[config.mk]
export PLATFORM = sky130hd
export DESIGN_NAME = pipe_skid_stage
export DESIGN_NICKNAME = d
export VERILOG_FILES = /design/src/rtl/pipe_skid_stage.sv
export SDC_FILE = /design/constraint.sdc
export NUM_CORES = 1
export LEC_CHECK = 0
export ABC_AREA = 0
export BUFFER_PORTS_ARGS = -buffer_cell sky130_fd_sc_hd__buf_2
export CAP_MARGIN = 20
export CORE_MARGIN = 2
export CORE_UTILIZATION = 34
export CTS_CLUSTER_DIAMETER = 60
export DETAILED_ROUTE_END_ITERATION = 7
export HOLD_SLACK_MARGIN = 0.02
export PLACE_DENSITY = 0.66
export SYNTH_ARGS = -nofsm -noshare
export SYNTH_HDL_FRONTEND = slang
export SYNTH_SLANG_ARGS = --single-unit
[constraint.sdc]
create_clock -name clk -period 3.2 [get_ports clk]
set_input_delay 0.16 -clock clk [delete_from_list [all_inputs] [get_ports clk]]
set_output_delay 0.16 -clock clk [all_outputs]
set_load 0.05 [all_outputs]
[src/rtl/pipe_skid_stage.sv]
// rtl/pipe_skid_stage.sv - pipeline stage register with valid/ready handshake and optional skid entry
//
// Ports:
//   clk, rst              rising-edge clock, synchronous active-high reset
//   in_valid/in_ready     upstream handshake; in_payload captured on push
//   out_valid/out_ready   downstream handshake; out_payload is the main entry
//   stall                 freezes state (no push, no pop)
//   flush                 empties the stage; incoming data is discarded
//   occupancy             number of held entries (0..2)
module pipe_skid_stage #(
  parameter int unsigned PAYLOAD_W = 144,
  parameter int unsigned SKID      = 1
) (
  input  logic                 clk,
  input  logic                 rst,
  input  logic                 in_valid,
  output logic                 in_ready,
  input  logic [PAYLOAD_W-1:0] in_payload,
  output logic                 out_valid,
  input  logic                 out_ready,
  output logic [PAYLOAD_W-1:0] out_payload,
  input  logic                 stall,
  input  logic                 flush,
  output logic [1:0]           occupancy
);

  logic                 main_valid_q, main_valid_d;
  logic [PAYLOAD_W-1:0] main_q, main_d;
  logic                 skid_valid_q, skid_valid_d;
  logic [PAYLOAD_W-1:0] skid_q, skid_d;

  logic space_ok;
  logic push;
  logic pop;

  // With the skid entry, readiness depends only on flopped state so the
  // upstream ready path is isolated from out_ready. Without it, a full main
  // entry can still accept when it is being drained this cycle.
  always_comb begin
    if (SKID != 0) begin
      space_ok = !skid_valid_q;
    end else begin
      space_ok = !main_valid_q || out_ready;
    end
  end

  assign in_ready = space_ok && !stall && !flush && !rst;
  assign push     = in_valid && in_ready;
  assign pop      = main_valid_q && out_ready && !stall;

  always_comb begin
    main_valid_d = main_valid_q;
    main_d       = main_q;
    skid_valid_d = skid_valid_q;
    skid_d       = skid_q;

    if (flush) begin
      // Payload registers keep stale contents; only the valid bits matter.
      main_valid_d = 1'b0;
      skid_valid_d = 1'b0;
    end else if (skid_valid_q) begin
      // TWO: in_ready is low, so the only event is a pop promoting the
      // older skid entry into main.
      if (pop) begin
        main_d       = skid_q;
        skid_valid_d = 1'b0;
        skid_d       = '0;
      end
    end else if (main_valid_q) begin
      if (push && pop) begin
        main_d = in_payload;
      end else if (push) begin
        // Only reachable with SKID != 0: in the single-register mode a push
        // into a full main entry implies a simultaneous pop.
        skid_valid_d = 1'b1;
        skid_d       = in_payload;
      end else if (pop) begin
        main_valid_d = 1'b0;
      end
    end else if (push) begin
      main_valid_d = 1'b1;
      main_d       = in_payload;
    end
  end

  always_ff @(posedge clk) begin
    if (rst) begin
      main_valid_q <= 1'b0;
      main_q       <= '0;
      skid_valid_q <= 1'b0;
      skid_q       <= '0;
    end else begin
      main_valid_q <= main_valid_d;
      main_q       <= main_d;
      skid_valid_q <= skid_valid_d;
      skid_q       <= skid_d;
    end
  end

  assign out_valid   = main_valid_q;
  assign out_payload = main_q;
  assign occupancy   = {1'b0, main_valid_q} + {1'b0, skid_valid_q};

endmodule

* Word-level counts from Yosys, hierarchy flattened
Cells that the tools add are included.
** Storage, ports and cells
- Register bits :: 290
- Latch bits :: 0
- Bits in writable memories :: 0
- Memory bits (read-only) :: 0
- Bits of input ports :: 150
- Output and inout bits :: 148
- Word-level logic and storage cells :: 43
- Memories kept :: 0
** Cells by class
- $add $sub $neg :: 1
- Multiply operators :: 0
- Div/mod/pow operators :: 0
- $lt $le $gt $ge :: 0
- Eq/ne operators :: 3
- Shift operators :: 0
- Mux-type cells :: 17
- Bitwise operators :: 1
- Reduce and logical (&&, ||, !) cells :: 17
** Operators with widths (count)
- $mux 144 :: 9
- $mux 1 :: 8
- $logic_and 1x1->1 :: 7
- $reduce_and 5->1 :: 1
- $logic_not 1->1 :: 4
- $reduce_and 4->1 :: 1
- $reduce_bool 2->1 :: 2
- $ne 3x1->1 const B :: 1
- $reduce_bool 3->1 :: 1
- $add 1x1->2 :: 1
- $ne 2x1->1 const B :: 1
- $ne 2x2->1 const B :: 1
- $reduce_or 2->1 :: 1
- $not 1->1 :: 1

* Longest topological paths before layout
Gate-level depths: netlist (run 1).
- Depth in word-level cells :: 9
- Mapped depth :: 11
- Depth with buffers taken out :: 5

* Worst setup path after synthesis (run 1)
OpenSTA, ideal clock, no wires.
- Path kind :: reg2reg
- Start point :: reg skid_valid_q
- End point :: reg main_q[32] (netlist: out_payload[32])
- Library setup time :: 0.134 ns
- Arrival time :: 2.651 ns
- Data required time :: 3.066 ns
- Path slack :: 0.415 ns
- Cell stages (with the launch flop) :: 12
- Buffers on the path :: 6
- Clock period less this slack :: 2.785 ns
- Path through :: dfxtp_1 > clkbuf_1 > clkbuf_1 > clkbuf_1 > inv_1 > ha_1 > o21ai_1 > and3_1 > buf_2 > buf_4 > buf_2 > a211oi_1
** On the way
- Longest elaborated chain between the ends :: 8
- Elaborated cells on any way between the ends :: 11
- Those cells by class :: 2 x eq/ne; 1 x mux; 8 x reduce/logical
** Ends and longest elaborated chain
- start, declared :: RTL line 29 : logic skid_valid_q, skid_valid_d;
- start signal, assigned :: RTL line 95 : skid_valid_q <= skid_valid_d;
- $logic_not 1->1 :: RTL line 41 : space_ok = !skid_valid_q;
- $logic_and 1x1->1 (3 in series) :: RTL line 47 : assign in_ready = space_ok && !stall && !flush && !rst;
- $logic_and 1x1->1 :: RTL line 48 : assign push = in_valid && in_ready;
- $logic_and 1x1->1 :: RTL line 70 : if (push && pop) begin
- $ne 3x1->1 (no source line)
- $reduce_and 4->1 (no source line)
- end signal, assigned :: RTL line 94 : main_q <= main_d;
- end, declared :: RTL line 28 : logic [PAYLOAD_W-1:0] main_q, main_d;
Parallel ways exist; a longest one is shown, timed or not.
A chain may end at the register's enable or synchronous reset.

* Worst setup path in the final report (run 1)
- Start point :: reg skid_valid_q
- End point :: reg main_q[87] (netlist: out_payload[87])
The elaborated chain is that of the path after synthesis.

==> results of run 1 <==
## power by group
group / leakage (nW) / switching (mW) / internal (mW)
combinational: 3.08 / 0.678 / 0.366
sequential: 2.35 / 0.0429 / 3.69
clock: 0.612 / 1.60 / 2.62
## registers in the layout (all words and copies together) (netlist names)
name and cells:
skid_q 144, out_payload 144, out_valid 1, skid_valid_q 1
## final timing paths
path                endpoint  slack [ps]  cells after the start
max          out_payload[87]         590                      5
min             skid_valid_q          70                      3
max reg2reg  out_payload[87]         590                      5
min reg2reg       skid_q[29]         480                      1
## layout make-up
| cell class | instances | share of cell area (%) |
|---|---|---|
| diodes | 1 | 0.0159 |
| clock buffers | 49 | 6.63 |
| clock inverters | 14 | 1.25 |
| inverters | 4 | 0.0956 |
| multi-input cells | 598 | 31.2 |
| flip-flops and latches | 290 | 37.0 |
| well taps | 442 | 3.52 |
| repair buffers | 456 | 20.3 |
## cells by family (layout without fill, tap and decap cells)
| family | after synthesis | after routing | synth area share, % |
|---|---|---|---|
| compound gates | 439 | 439 | 29.5 |
| flops | 290 | 290 | 51.8 |
| mux | 144 | 144 | 12.9 |
| simple gates | 12 | 12 | 0.670 |
| fa+ha+maj | 3 | 3 | 0.335 |
| buf+inv | 130 | 523 | 4.82 |
| other cells | 0 | 1 | 0 |
## per-stage QoR
stage / util, % / instances / area [um2] / worst slack, ps
floorplan: - / 1018 / 11200 / 415
global placement: 40.1 / 1644 / 13000 / 678
detailed placement: 40.1 / 1644 / 13000 / 672
CTS: 48.4 / 1853 / 15700 / 662
global route: 48.4 / 1854 / 15700 / 494
finish: 48.4 / 1854 / 15700 / 591
## worst reg2reg max path, cell delays in order (launching register included)
cell      delay [ps]
dfxtp_4          380
or4_1            680
o31ai_4          330
buf_12           570
a31oi_1          250
a211oi_1         310
## routing by layer
metal,vias up,GRT usage (%),routed length [um]
met5,-,0,0
met2,381,32.8,16500
met1,5052,25.2,15300
met3,90,5.34,2600
met4,0,8.35,1310
li1,4772,-,-
## layout by cell type (no fill, tap or decap), types with 6 or more instances in the layout
master           n
a211oi_1       144
a22o_1         144
a31oi_1        145
buf_12          11
buf_2          296
clkbuf_16       37
clkbuf_8         7
dfxtp_1        289
dlygate4sd3_1  146
inv_6            6
mux2i_1        144
==> impl_metrics.csv, run 1 <==
group,metric,value,unit
clock_tree,clk_path_buf_depth,3,
synth,synth_cell_types,26,
synth,ys_ff_latch,290,
run_status,run_status,"complete, no violations",
sta,finalHoldViolCount,0,
worst_setup_path,crit_path_cell_trace,"or4_1, o31ai_4, buf_12, a31oi_1, a211oi_1",
grt,grt_max_degree,146,
placed_design,gp_congestion,0.760,
sta,worstMarginPinSlew,1100,ps
routing,via_per_inst,5.55,
synth,netlist_top_cells_count,"dfxtp_1, a31oi_1, a211oi_1, a22o_1, mux2i_1",
worst_setup_path,cp_top_family,"compound AO/OA/AOI/OAI gates",
floorplan,fp-row-count,66,
grt,first_global_vias,10551,
power,totalPowerFinal,9.00,mW
clock_tree,cts_resized,0,
sta,finClkSkew,20.3,ps
placed_design,portBuffers,297,
worst_setup_path,r2r_start,"skid_valid_q",
routing,wl_per_cell,19.3,um
floorplan,initial_core_util,34.5,%
sta,fin_tns_setup,0,ps
sta,finalMaxSlewViolations,0,
worst_hold_path,worstHoldPathType,"input port to flip-flop",
worst_setup_path,arrival,3010,ps
sta,maxSlewHeadroom,26.5,%
clock_tree,htreeDepth,2,
clock_tree,cts_tree,"built",
floorplan,io-pin-count,298,
worst_setup_path,slowest_delay,670,ps
clock_tree,cts_made_buffers,36,
worst_setup_path,cp_data_required_time,3600,ps
finish,final-seq-area,5810,um2
worst_setup_path,crit_buf_inv,1,
finish,multi_input_area,4900,um2
floorplan,dieWidth,185,um
worst_setup_path,critPathSlowestCell,"or4_1",
worst_setup_path,startpoint_type,"flip-flop",
synth,syn_inst,1018,
worst_setup_path,critical_path_class,"flip-flop to flip-flop",
finish,drive_gt1_share,26.6,%
routing,drc,0,
clock_tree,cts_hold_buf,146,
floorplan,die_area,34400,um2
routing,antenna_left,0,
finish,num-nets-final,1539,
synth,synth.top_cell.area_share,51.8,%
grt,grt_antenna_before_repair,1,
grt,grtUsageTotal,20.2,%
worst_setup_path,cp-end-kind,"flip-flop",
clock_tree,cts.sinks,290,
placed_design,hpwl,18700,um
synth,synthFlopType,"dfxtp_1",
sta,post-route-period-util,81.5,%
grt,grt_overflow,0,
clock_tree,root_buffer,"clkbuf_16",
synth,synth_edf_count,0,
routing,drt-initial-drc-count,665,
finish,fillers,2923,
clock_tree,clkTransAtPathRegs,60,ps
sta,worst_hold_slack,69.7,ps
clock_tree,clk-insertion-delay-late,510,ps
synth,seq_area_frac_synth,51.8,%
routing,firstDrtPassIters,5,
synth,postSynthAreaPerCell,11.0,um2
synth,synth.largest_area_cell,"dfxtp_1",
worst_setup_path,startpoint,"skid_valid_q",
power,powerDensity,573,nW/um2
floorplan,design.core.area,32500,um2
sta,fin_crit,2610,ps
synth,ys_async_sr_fraction,0,%
worst_hold_path,holdCritStartpoint,"out_ready",
sta,rsz0062_at_grt,"no",
sta,fmax,383,MHz
sta,finalSetupViolations,0,
flow_run,drv_cap,0,
grt,grt_pass1_wl,56000,um
clock_tree,post_cts_buffers,0,
synth,syn-num-nets,1171,
synth,ys_warn_count,0,
synth,syn_area,11200,um2
routing,vias,10295,
synth,synth_area_leaders,"dfxtp_1, mux2i_1, a22o_1",
routing,wirelength,35700,um
power,vdd_drop_max,388,uV
finish,area_delta_synth_final,40.2,%
power,leakagePower,6.04,nW
synth,yosysMostFrequentCell,"dfxtp_1",
worst_setup_path,worstPathMaxFanout,144,
floorplan,die_y,185,um
No activity file was read; power rests on OpenSTA's default activity.
==> inputs of run 2 (changes only) <==
--- a/config.mk
+++ b/config.mk
@@ -13,7 +13,7 @@
 export CTS_CLUSTER_DIAMETER = 60
 export DETAILED_ROUTE_END_ITERATION = 7
 export HOLD_SLACK_MARGIN = 0.02
-export PLACE_DENSITY = 0.66
+export PLACE_DENSITY = 0.68
 export SYNTH_ARGS = -nofsm -noshare
 export SYNTH_HDL_FRONTEND = slang
 export SYNTH_SLANG_ARGS = --single-unit
==> constraint.sdc (replaced) <==
create_clock -name clk -period 2.2 [get_ports clk]
set_input_delay 0.11 -clock clk [delete_from_list [all_inputs] [get_ports clk]]
set_output_delay 0.11 -clock clk [all_outputs]
set_load 0.05 [all_outputs]
==> run 2 against run 1 <==
Sequential power is 45% higher. Via count is 1.1% higher. Clock power is 36% higher. Fmax is 25% higher. Critical path type unchanged. Critical endpoint is now out_payload[57].
==> impl_metrics.csv, run 2 (synthesized netlist as in run 1, its figures left out) <==
group,metric,value,unit
finish,final-seq-area,5810,um2
sta,finalSetupViolations,0,
floorplan,io-pin-count,298,
worst_setup_path,crit_path_cell_trace,"or4_4, o31ai_4, buf_8, a31oi_1, a211oi_1",
routing,vias,10409,
sta,finalHoldViolCount,0,
routing,wl_per_cell,18.9,um
clock_tree,cts.sinks,290,
worst_hold_path,worstHoldPathType,"input port to flip-flop",
grt,grtUsageTotal,19.9,%
routing,wirelength,35700,um
finish,area_delta_synth_final,43.0,%
grt,grt_antenna_before_repair,2,
sta,worst_hold_slack,297,ps
routing,firstDrtPassIters,5,
clock_tree,cts_made_buffers,35,
worst_setup_path,slowest_delay,490,ps
clock_tree,htreeDepth,2,
worst_setup_path,cp_data_required_time,2590,ps
worst_setup_path,cp-end-kind,"flip-flop",
routing,drc,0,
sta,worstMarginPinSlew,830,ps
power,powerDensity,797,nW/um2
clock_tree,clk-insertion-delay-late,500,ps
sta,setup_slack,107,ps
finish,final_common_cell,"buf_2",
finish,num-nets-final,1571,
sta,finClkSkew,14.6,ps
worst_setup_path,critPathSlowestCell,"or4_4",
clock_tree,root_buffer,"clkbuf_16",
sta,rsz0062_at_grt,"no",
sta,post-route-period-util,95.1,%
clock_tree,clkTransAtPathRegs,60,ps
sta,maxSlewHeadroom,44.6,%
flow_run,drv_cap,0,
grt,grt_overflow,0,
routing,drt-initial-drc-count,547,
power,leakagePower,6.19,nW
placed_design,hpwl,20400,um
worst_setup_path,arrival,2480,ps
worst_setup_path,startpoint_type,"flip-flop",
finish,post-route-util,49.3,%
placed_design,dp_slack,-126,ps
grt,first_global_vias,10628,
clock_tree,cts_tree,"built",
routing,antenna_left,0,
floorplan,fp-row-count,66,
floorplan,initial_core_util,34.5,%
sta,finalMaxSlewViolations,0,
sta,fmax,478,MHz
routing,via_per_inst,5.51,
grt,grt_pass1_wl,56000,um
placed_design,gp_congestion,0.779,
clock_tree,clk_path_buf_depth,3,
sta,fin_crit,2090,ps
placed_design,portBuffers,297,
floorplan,design.core.area,32500,um2
run_status,run_status,"complete, no violations",
grt,grt_max_degree,149,
finish,drive_gt1_share,28.2,%
worst_setup_path,worstPathMaxFanout,51,
floorplan,die_y,185,um
worst_setup_path,critical_path_class,"flip-flop to flip-flop",
finish,layout_common_cells,"buf_2, dfxtp_1, dlygate4sd3_1, a31oi_1",
finish,multi_input_area,4920,um2
floorplan,dieWidth,185,um
finish,fillers,2856,
floorplan,die_area,34400,um2
power,vdd_drop_max,518,uV
## run 2: changes by cell type in the layout (fill, tap and decap cells not counted), sizes merged
cell	previous run	this run
inv	10	7
dlygate4sd3	146	148
clkinv	4	8
clkbuf	49	47
diode	1	2
buf	310	341
clkinvlp	0	3
bufinv	4	3
## run 2: area by class of cell
class | instances | area share (%)
diodes | 2 | 0.0313
clock buffers | 47 | 6.00
inverters | 4 | 0.117
flip-flops and latches | 290 | 36.3
well taps | 442 | 3.45
multi-input cells | 598 | 30.7
repair buffers | 489 | 22.1
clock inverters | 17 | 1.24
## run 2: repair_timing
action	CTS	global route
resized for setup	1	3
pin swaps	1	0
hold endpoints to repair	286	0
buffers inserted	2	0
hold buffers	148	0
setup endpoints to repair	85	240
## run 2: per-layer routing
| layer | GRT usage [%] | wire [um] |
|---|---|---|
| met1 | 23.9 | 14800 |
| met2 | 34.0 | 17000 |
| met3 | 5.36 | 2920 |
| met4 | 6.86 | 942 |
| met5 | 0 | 0 |
## run 2: final timing paths
path	from	end	slack, ps	cells after the start
worst max-delay path	skid_valid_q	out_payload[57]	110	5
worst min register to register	skid_q[17]	skid_q[17]	480	1
worst min-delay path	flush	out_payload[93]	300	5
worst max register to register	skid_valid_q	out_payload[57]	110	5
## run 2: critical path: cells and delay by family (launching register included)
kind	cells	cell delay [ps]
AOI/OAI and AO/OA	3	770
DFF	1	350
and+or+nand+nor	1	490
buffers and inverters	1	340
## run 2: power by group
| group | internal [mW] | total, mW | switching (mW) |
|---|---|---|---|
| Combinational | 0.570 | 1.56 | 0.993 |
| Clock | 3.47 | 5.76 | 2.29 |
| Sequential | 5.37 | 5.44 | 0.0651 |
| Total | 9.41 | 12.8 | 3.35 |
## run 2: per-stage QoR
stage,setup TNS (ps),power (mW),instances,instance area (um2)
floorplan,0,6.40,1018,11300
global placement,-755,6.86,1673,13300
detailed placement,-3620,6.88,1673,13300
CTS,0,12.9,1887,16000
global route,0,13.2,1889,16000
finish,0,12.8,1889,16000
==> inputs of run 3 (changes only) <==
==> constraint.sdc (replaced) <==
create_clock -name clk -period 1.75 [get_ports clk]
set_input_delay 0.0875 -clock clk [delete_from_list [all_inputs] [get_ports clk]]
set_output_delay 0.0875 -clock clk [all_outputs]
set_load 0.05 [all_outputs]
==> run 3 against run 2 <==
The run now ends with setup timing left. Design area grew 10%. Non-clock buffer count grew 74. Sequential share of layout area shrank 3.3 points. Die area is the same. Critical path type unchanged. Critical endpoint is now skid_q[61]. Highest routed layer is now met5.
==> impl_metrics.csv, run 3 (synthesized netlist as in run 1, its figures left out) <==
group,metric,value,unit
routing,wl_per_cell,20.8,um
finish,drive_gt1_share,34.4,%
floorplan,fp-row-count,66,
routing,via_per_inst,5.59,
finish,final_common_cell,"buf_2",
placed_design,dp_slack,-365,ps
worst_setup_path,worstPathMaxFanout,23,
worst_setup_path,ff2ff_path_depth,9,
finish,layout_common_cells,"buf_2, dfxtp_1, dlygate4sd3_1, mux2i_1, a22o_1",
placed_design,dp_cells,1703,
grt,grtUsageMet3,5.60,%
routing,wirelength,40800,um
worst_setup_path,cp-end-kind,"flip-flop",
finish,post-route-util,54.3,%
grt,grt_pass1_wl,59600,um
grt,gr-max-usage-layer,"met2",
grt,grtUsageTotal,21.6,%
sta,worst_hold_slack,48.1,ps
sta,finClkSkew,11.6,ps
clock_tree,root_buffer,"clkbuf_16",
floorplan,initial_core_util,34.5,%
clock_tree,cts_tree,"built",
worst_setup_path,startpoint_type,"flip-flop",
grt,first_global_vias,10896,
sta,rsz0062_at_grt,"yes",
sta,fin_crit,2160,ps
placed_design,hpwl,21900,um
routing,drt-initial-drc-count,648,
placed_design,place_area,13600,um2
placed_design,gp_congestion,0.774,
clock_tree,cts_made_buffers,36,
sta,maxSlewHeadroom,18.5,%
routing,vias,10951,
worst_hold_path,worstHoldPathType,"input port to flip-flop",
sta,finalMaxSlewViolations,0,
floorplan,dieWidth,185,um
floorplan,io-pin-count,298,
sta,worstMarginPinSlew,1220,ps
finish,final_cells,1959,
grt,grt_antenna_before_repair,4,
routing,firstDrtPassIters,5,
floorplan,die_y,185,um
routing,drc,0,
clock_tree,clk_path_buf_depth,3,
finish,stdcell_area,17600,um2
grt,grt_overflow,0,
grt,use_met1,26.9,%
routing,antenna_left,0,
flow_run,drv_cap,0,
worst_hold_path,min_path_cells,3,
grt,grt_max_degree,92,
sta,fmax,464,MHz
sta,finalSetupViolations,290,
clock_tree,clkTransAtPathRegs,60,ps
power,powerDensity,943,nW/um2
worst_setup_path,arrival,2590,ps
worst_setup_path,cp_data_required_time,2190,ps
placed_design,portBuffers,297,
grt,grt_util_met2,35.6,%
clock_tree,cts.sinks,290,
sta,finalHoldViolCount,0,
run_status,violations,"setup timing",
clock_tree,htreeDepth,2,
power,vdd_drop_max,609,uV
sta,post-route-period-util,123,%
power,leakagePower,6.88,nW
run_status,run_status,"finished, violations left",
sta,setup_slack,-406,ps
clock_tree,clk-insertion-delay-late,500,ps
floorplan,design.core.area,32500,um2
finish,num-nets-final,1646,
finish,area_delta_synth_final,57.5,%
worst_setup_path,critical_path_class,"flip-flop to flip-flop",
floorplan,die_area,34400,um2
## run 3: cell types whose count changed in the layout (fill, tap and decap cells not counted), moves of 3 or more
cell / delta
a211oi_2: +36
clkbuf_16: +15
a31oi_4: +4
buf_6: +12
buf_8: +5
a211oi_1: -37
buf_16: +13
a31oi_2: +3
clkinv_2: -3
buf_4: +16
a31oi_1: -7
buf_12: +16
## run 3: cell type report
class / count / area, um2
Antenna cell: 3 / 7.51
Inverter: 4 / 18.8
Clock inverter: 10 / 171
Fill cell: 2685 / 14800
Multi-Input combinational cell: 598 / 5190
Tap cell: 442 / 553
Timing Repair Buffer: 563 / 4870
Sequential cell: 290 / 5810
Clock buffer: 49 / 1010
## run 3: final timing paths
| check | from | to | slack [ps] |
|---|---|---|---|
| worst max-delay path | skid_valid_q | skid_q[61] | -410 |
| worst min-delay path | stall | skid_valid_q | 50 |
| worst max register to register | skid_valid_q | skid_q[61] | -410 |
| worst min register to register | skid_q[39] | skid_q[39] | 480 |
## run 3: per-stage QoR
stage	power, mW	TNS (ps)
after floorplan	8.05	-90250
after global placement	8.69	-67020
after detailed placement	8.71	-76990
after CTS	16.6	-87300
after global routing	17.2	-119560
final	16.6	-97650
## run 3: per-layer routing
metal	vias up	routed length (um)
li1	5000	-
met1	5299	16500
met2	536	19200
met3	114	3480
met4	2	1570
met5	-	7
## run 3: worst max-delay path, stage by stage (launching register included)
cell and delay, ps:
dfxtp_4 340, or4_4 430, buf_6 150, buf_4 140, clkinvlp_4 60, nand3_2 70, nor4b_4 310, buf_6 230
buf_12 190, a22o_1 160
## run 3: timing repair
action / in CTS / in global routing
setup endpoints to repair: 290 / 292
resized for setup: 49 / 56
hold buffers: 148 / 0
pin swaps: 4 / 13
gates cloned: 14 / 17
buffers inserted: 13 / 6
endpoints found under the hold margin: 286 / 0
## run 3: power by group
part	internal, mW	switching [mW]
clock network	4.64	2.87
registers	6.75	0.0871
logic	0.916	1.37
total	12.3	4.33
